===== src/rtl/fetch_stage.sv =====
// fetch_stage: instruction-fetch stage and F/D pipeline latch.
// Holds the PC, drives the combinational instruction-memory address and
// registers the fetched word for decode. Execute-stage redirects have
// priority over hazard stalls.
// Optional feature macro: FETCH_JUMP_PREDECODE_EN. When it is defined,
// unconditional j/jal are recognised at fetch and redirect the PC without
// a bubble. The default build has no predecode and fd_predicted stays 0.
module fetch_stage #(
    parameter int PC_W = 12
) (
    input  logic            clock,
    input  logic            reset,
    input  logic            stall,
    input  logic            redirect,
    input  logic [PC_W-1:0] redirect_target,
    output logic [PC_W-1:0] imem_addr,
    input  logic [31:0]     imem_data,
    output logic [31:0]     fd_instruction,
    output logic [PC_W-1:0] fd_pc_plus1,
    output logic            fd_valid,
    output logic            fd_predicted,
    output logic [31:0]     fetch_count
);

    logic [PC_W-1:0] pc_q, pc_d;
    logic [PC_W-1:0] pc_plus1;
    logic [31:0]     fd_instr_q;
    logic [PC_W-1:0] fd_pc_plus1_q;
    logic            fd_valid_q;
    logic            fd_pred_q;
    logic [31:0]     fetch_count_q;
    logic            predecode_hit;
    logic            fd_load;

    // Wraps naturally at all-ones because the sum is truncated to PC_W bits.
    assign pc_plus1 = pc_q + {{(PC_W-1){1'b0}}, 1'b1};

`ifdef FETCH_JUMP_PREDECODE_EN
    assign predecode_hit = (imem_data[31:27] == 5'b00001) ||
                           (imem_data[31:27] == 5'b00011);
`else
    assign predecode_hit = 1'b0;
`endif

    // A real word enters F/D only on an edge that is neither redirected nor stalled.
    assign fd_load = !redirect && !stall;

    // Next-PC selection: redirect, then stall, then predecoded jump, then sequential.
    always_comb begin
        pc_d = pc_plus1;
        if (redirect) begin
            pc_d = redirect_target;
        end else if (stall) begin
            pc_d = pc_q;
        end else if (predecode_hit) begin
            pc_d = imem_data[PC_W-1:0];
        end
    end

    // PC register.
    always_ff @(posedge clock or posedge reset) begin
        if (reset) begin
            pc_q <= '0;
        end else begin
            pc_q <= pc_d;
        end
    end

    // F/D latch: a redirect flushes it even while stalled; a stall alone holds it.
    always_ff @(posedge clock or posedge reset) begin
        if (reset) begin
            fd_instr_q    <= 32'h0;
            fd_pc_plus1_q <= '0;
            fd_valid_q    <= 1'b0;
            fd_pred_q     <= 1'b0;
        end else if (redirect) begin
            fd_instr_q    <= 32'h0;
            fd_pc_plus1_q <= '0;
            fd_valid_q    <= 1'b0;
            fd_pred_q     <= 1'b0;
        end else if (!stall) begin
            fd_instr_q    <= imem_data;
            fd_pc_plus1_q <= pc_plus1;
            fd_valid_q    <= 1'b1;
            fd_pred_q     <= predecode_hit;
        end
    end

    // Count of valid words written into F/D; wraps at 2^32.
    always_ff @(posedge clock or posedge reset) begin
        if (reset) begin
            fetch_count_q <= 32'h0;
        end else if (fd_load) begin
            fetch_count_q <= fetch_count_q + 32'h1;
        end
    end

    assign imem_addr      = pc_q;
    assign fd_instruction = fd_instr_q;
    assign fd_pc_plus1    = fd_pc_plus1_q;
    assign fd_valid       = fd_valid_q;
    assign fd_predicted   = fd_pred_q;
    assign fetch_count    = fetch_count_q;

endmodule


===== config.mk =====
export PLATFORM = sky130hd
export DESIGN_NAME = fetch_stage
export DESIGN_NICKNAME = d
export VERILOG_FILES = /design/src/rtl/fetch_stage.sv
export SDC_FILE = /design/constraint.sdc
export NUM_CORES = 1
export LEC_CHECK = 0
export BUFFER_PORTS_ARGS = -buffer_cell sky130_fd_sc_hd__buf_2
export CORE_AREA = 2 2 97 99
export DETAILED_ROUTE_END_ITERATION = 7
export DIE_AREA = 0 0 99 101
export PLACE_DENSITY = 0.71
export SYNTH_ARGS = -nofsm -noshare
export SYNTH_HDL_FRONTEND = slang
export SYNTH_SLANG_ARGS = --single-unit

===== constraint.sdc =====
create_clock -name clock -period 2.9 [get_ports clock]
set_input_delay 0.145 -clock clock [delete_from_list [all_inputs] [get_ports clock]]
set_output_delay 0.145 -clock clock [all_outputs]
set_load 0.02 [all_outputs]

==> run_results.csv <==
group,metric,value,unit
status,run_status,"finished clean",
synthesis,synth-edff-count,0,
route,wl,9200,um
worst_setup_path,startpoint,"fetch_count[8]",
synthesis,syn_nets,420,
route,wl_met2,4500,um
die,rows,35,
worst_setup_path,cp_data_required_time,3140,ps
die,io_pins,138,
synthesis,synth-compound-area-share,0.0405,
hold_path,min_path_type,"input pin to flip-flop",
place,gp_congestion,0.749,
route,drt_pass1_iterations,5,
synthesis,synth_seq_area_share,0.546,
synthesis,yosys.area_share.simple,0.188,
route,route.met3.wl,628,um
worst_setup_path,rr_worst_depth,4,
route,drt-wirelength-per-cell,14.8,um
clocking,cts_tree,"yes",
clocking,ctsRootBufferMaster,"clkbuf_8",
sta,slew_viol_final,0,
die,core,8980,um2
route,top_layer_used,"met4",
sta,relSlewSlack,0.445,
grt,grt_pass1_wl,14900,um
worst_setup_path,crit_path_max_incr_delay,740,ps
worst_setup_path,cp_cell_sequence,"nand4_2 -> nor4_4 -> nand3_1 -> xnor2_1",
sta,tightest_slew,832,ps
synthesis,ys_seq_elements,89,
synthesis,synth_mux_area_frac,0.0840,
hold_path,hold_depth,3,
sta,setup_tns,0,ps
synthesis,synth_cells,370,
sta,finalCritPeriodShare,0.655,
final_layout,drive_gt1_frac,0.337,
worst_setup_path,end_kind,"flip-flop",
clocking,htree_levels,3,
grt,grt_max_degree,67,
route,viasPerCell,5.04,
worst_setup_path,cpLargestDelayFamily,"simple AND/OR/NAND/NOR gates",
final_layout,final_cell_count_no_fill,621,
die,start_util,0.455,
synthesis,synth_ff_type,"dfrtp_1",
hold_path,hold_path_startpoint,"redirect_target[4]",
final_layout,area_delta_synth_final,23.9,%
sta,setup_violations,0,
die,die_area,10000,um2
clocking,ctsResizeCount,0,
place,io_buffers,136,
final_layout,num_antenna_cells,0,
sta,fmax,526,MHz
grt,antenna_found_initial,0,
place,dp_hpwl,6520,um
clocking,numCtsBuffers,9,
worst_setup_path,crit_arrival,2140,ps
worst_setup_path,cp_slowest_cell,"nor4_4",
worst_setup_path,critPathKind,"flip-flop to flip-flop",
route,drcViolationCount,0,
power,p_per_area,542,nW/um2
sta,hold_viol,0,
worst_setup_path,crit_fanout,15,
synthesis,synth_adder_area_share,0.00613,
clocking,clk_transition_reported_paths,90,ps
flow_run,cap_violations,0,
clocking,cts_buffer_depth,2,
route,drtIter0Drc,103,
sta,skew,10.1,ps
worst_setup_path,cp.depth,4,
synthesis,yosys_warnings,0,
grt,grt_overflow,0,
worst_setup_path,reg2reg_from,"fetch_count[8]",
final_layout,fillers,814,
place,dpl.cell_count,601,
synthesis,avgSynthCellArea,11.0,um2
route,postRouteAntennaNets,0,
power,power_leakage,2.61,nW
synthesis,synth_area,4080,um2
final_layout,layout.nets,555,
synthesis,synth_xor_area_frac,0.105,
synthesis,async_reset_ff_frac,1.00,
clocking,cts_sinks,89,
synthesis,synth_top_family_by_area,"simple AND/OR/NAND/NOR gates",
die,die_x,99,um
worst_setup_path,path_buf_inv,0,
route,wl_met1,4000,um
grt,first_global_vias,3047,
clocking,clk-insertion-delay-late,350,ps
power,vdd_drop_max,0.390,mV
grt,gr-usage-all-layers,0.187,
sta,period_minus_slack,1900,ps
sta,rsz0062_at_grt,"false",
synthesis,synthDistinctLibCells,44,
worst_setup_path,cp-start-kind,"flip-flop",
route,vias,3129,
die,die_height,101,um
## state kept, by name, indices dropped and copies added (netlist names)
signal	cells
fd_pc_plus1	12
fetch_count	32
fd_instruction	32
fd_valid	1
imem_addr	12
## synthesized netlist by cell type, types with 2 or more instances
cell type	count	area [um2]
mux2i_1	32	320
xnor2_1	40	350
or3_1	2	12.5
nand2b_1	2	12.5
o21ai_0	12	60.1
clkbuf_1	9	33.8
nand2_1	28	105
inv_1	5	18.8
nor3_1	8	40.0
nand3_1	13	65.1
nor3_4	2	32.5
and2_1	2	12.5
ha_1	2	25.0
nor4_2	2	25.0
a311oi_1	2	17.5
dfrtp_1	89	2230
nor2_1	47	176
xor2_1	9	78.8
and3_1	3	18.8
nor4_1	3	18.8
buf_2	8	40.0
nand4_1	17	106
a211oi_1	5	37.5
a21oi_1	7	35.0
mux2_2	2	22.5
## cells in the final DEF, fill, tap and decap left out, types with 2 or more instances in the layout
cell and count:
a211oi_1 5, or3_1 2, mux2i_1 32, a21oi_1 7, nor2_1 47, nand2b_1 2, and3_1 3, nor4_2 2
nand3_1 13, dfrtp_1 89, o21ai_0 12, nor3_1 8, nand4_1 17, and2_1 2, clkinv_2 6, buf_4 3
buf_2 136, nor3_4 2, inv_1 4, a311oi_1 2, xor2_1 9, xnor2_1 40, dlygate4sd3_1 4, clkbuf_8 10
mux2_2 2, ha_1 2, nand2_1 28, nor4_1 3
## cell families after synthesis
family,count (synthesis)
AND/OR/NAND/NOR,141
multiplexers,34
other,1
buffers and inverters,26
adder cells (fa/ha/maj),2
flip-flops,89
AO/OA/AOI/OAI,28
XOR/XNOR,49
## path summary, 6_finish.rpt
kind,endpoint,slack [ps]
hold reg to reg,fetch_count[31],470
setup reg to reg,fetch_count[20],1000
hold / removal,imem_addr[4],20
setup / recovery,fetch_count[20],1000
max in group asynchronous,fd_instruction[27],1710
min in group asynchronous,fd_instruction[29],480
## metal layers
metal  vias up  track usage
met3         7       0.0569
met1      1500        0.245
li1       1532            -
met5         -            0
met2        90        0.305
met4         0       0.0464
## timing repair
action | CTS | global route
hold endpoints to repair | 48 | 0
setup endpoints to repair | 0 | 0
setup buffers | 0 | 0
hold buffers | 4 | 0
## cell type report
class / instances / area (um2) / area share
flip-flops and latches: 89 / 2230 / 0.440
multi-input cells: 255 / 1740 / 0.343
repair buffers: 144 / 763 / 0.151
well taps: 111 / 139 / 0.0274
clock buffers: 10 / 138 / 0.0272
clock inverters: 6 / 33.8 / 0.00668
inverters: 6 / 23.8 / 0.00470
## through the flow
stage | area, um2 | worst slack, ps | hold slack (ps) | total power (W) | utilization
after CTS | 5060 | 982 | 0.459 | 0.00278 | 0.564
after global placement | 4850 | 1100 | 321 | 0.00200 | 0.540
after global routing | 5060 | 846 | 12.0 | 0.00289 | 0.564
final | 5060 | 1000 | 16.9 | 0.00274 | 0.564
after floorplan | 4080 | 448 | 262 | 0.00181 | -
after detailed placement | 4850 | 1010 | 335 | 0.00201 | 0.540
## worst reg2reg max path, delay by kind of cell (launching register included)
| family | cells | cell delay (ps) |
|---|---|---|
| and+or+nand+nor | 3 | 1140 |
| xor gates and xnor gates | 1 | 180 |
| DFF | 1 | 480 |
## power breakdown
part / total (W) / internal (W) / leakage, nW / switching, W
Combinational: 0.000537 / 0.000203 / 1.34 / 0.000334
Clock: 0.000761 / 0.000329 / 0.0956 / 0.000432
Sequential: 0.00144 / 0.00133 / 1.18 / 0.000110
(Power assumes the default switching activity.)
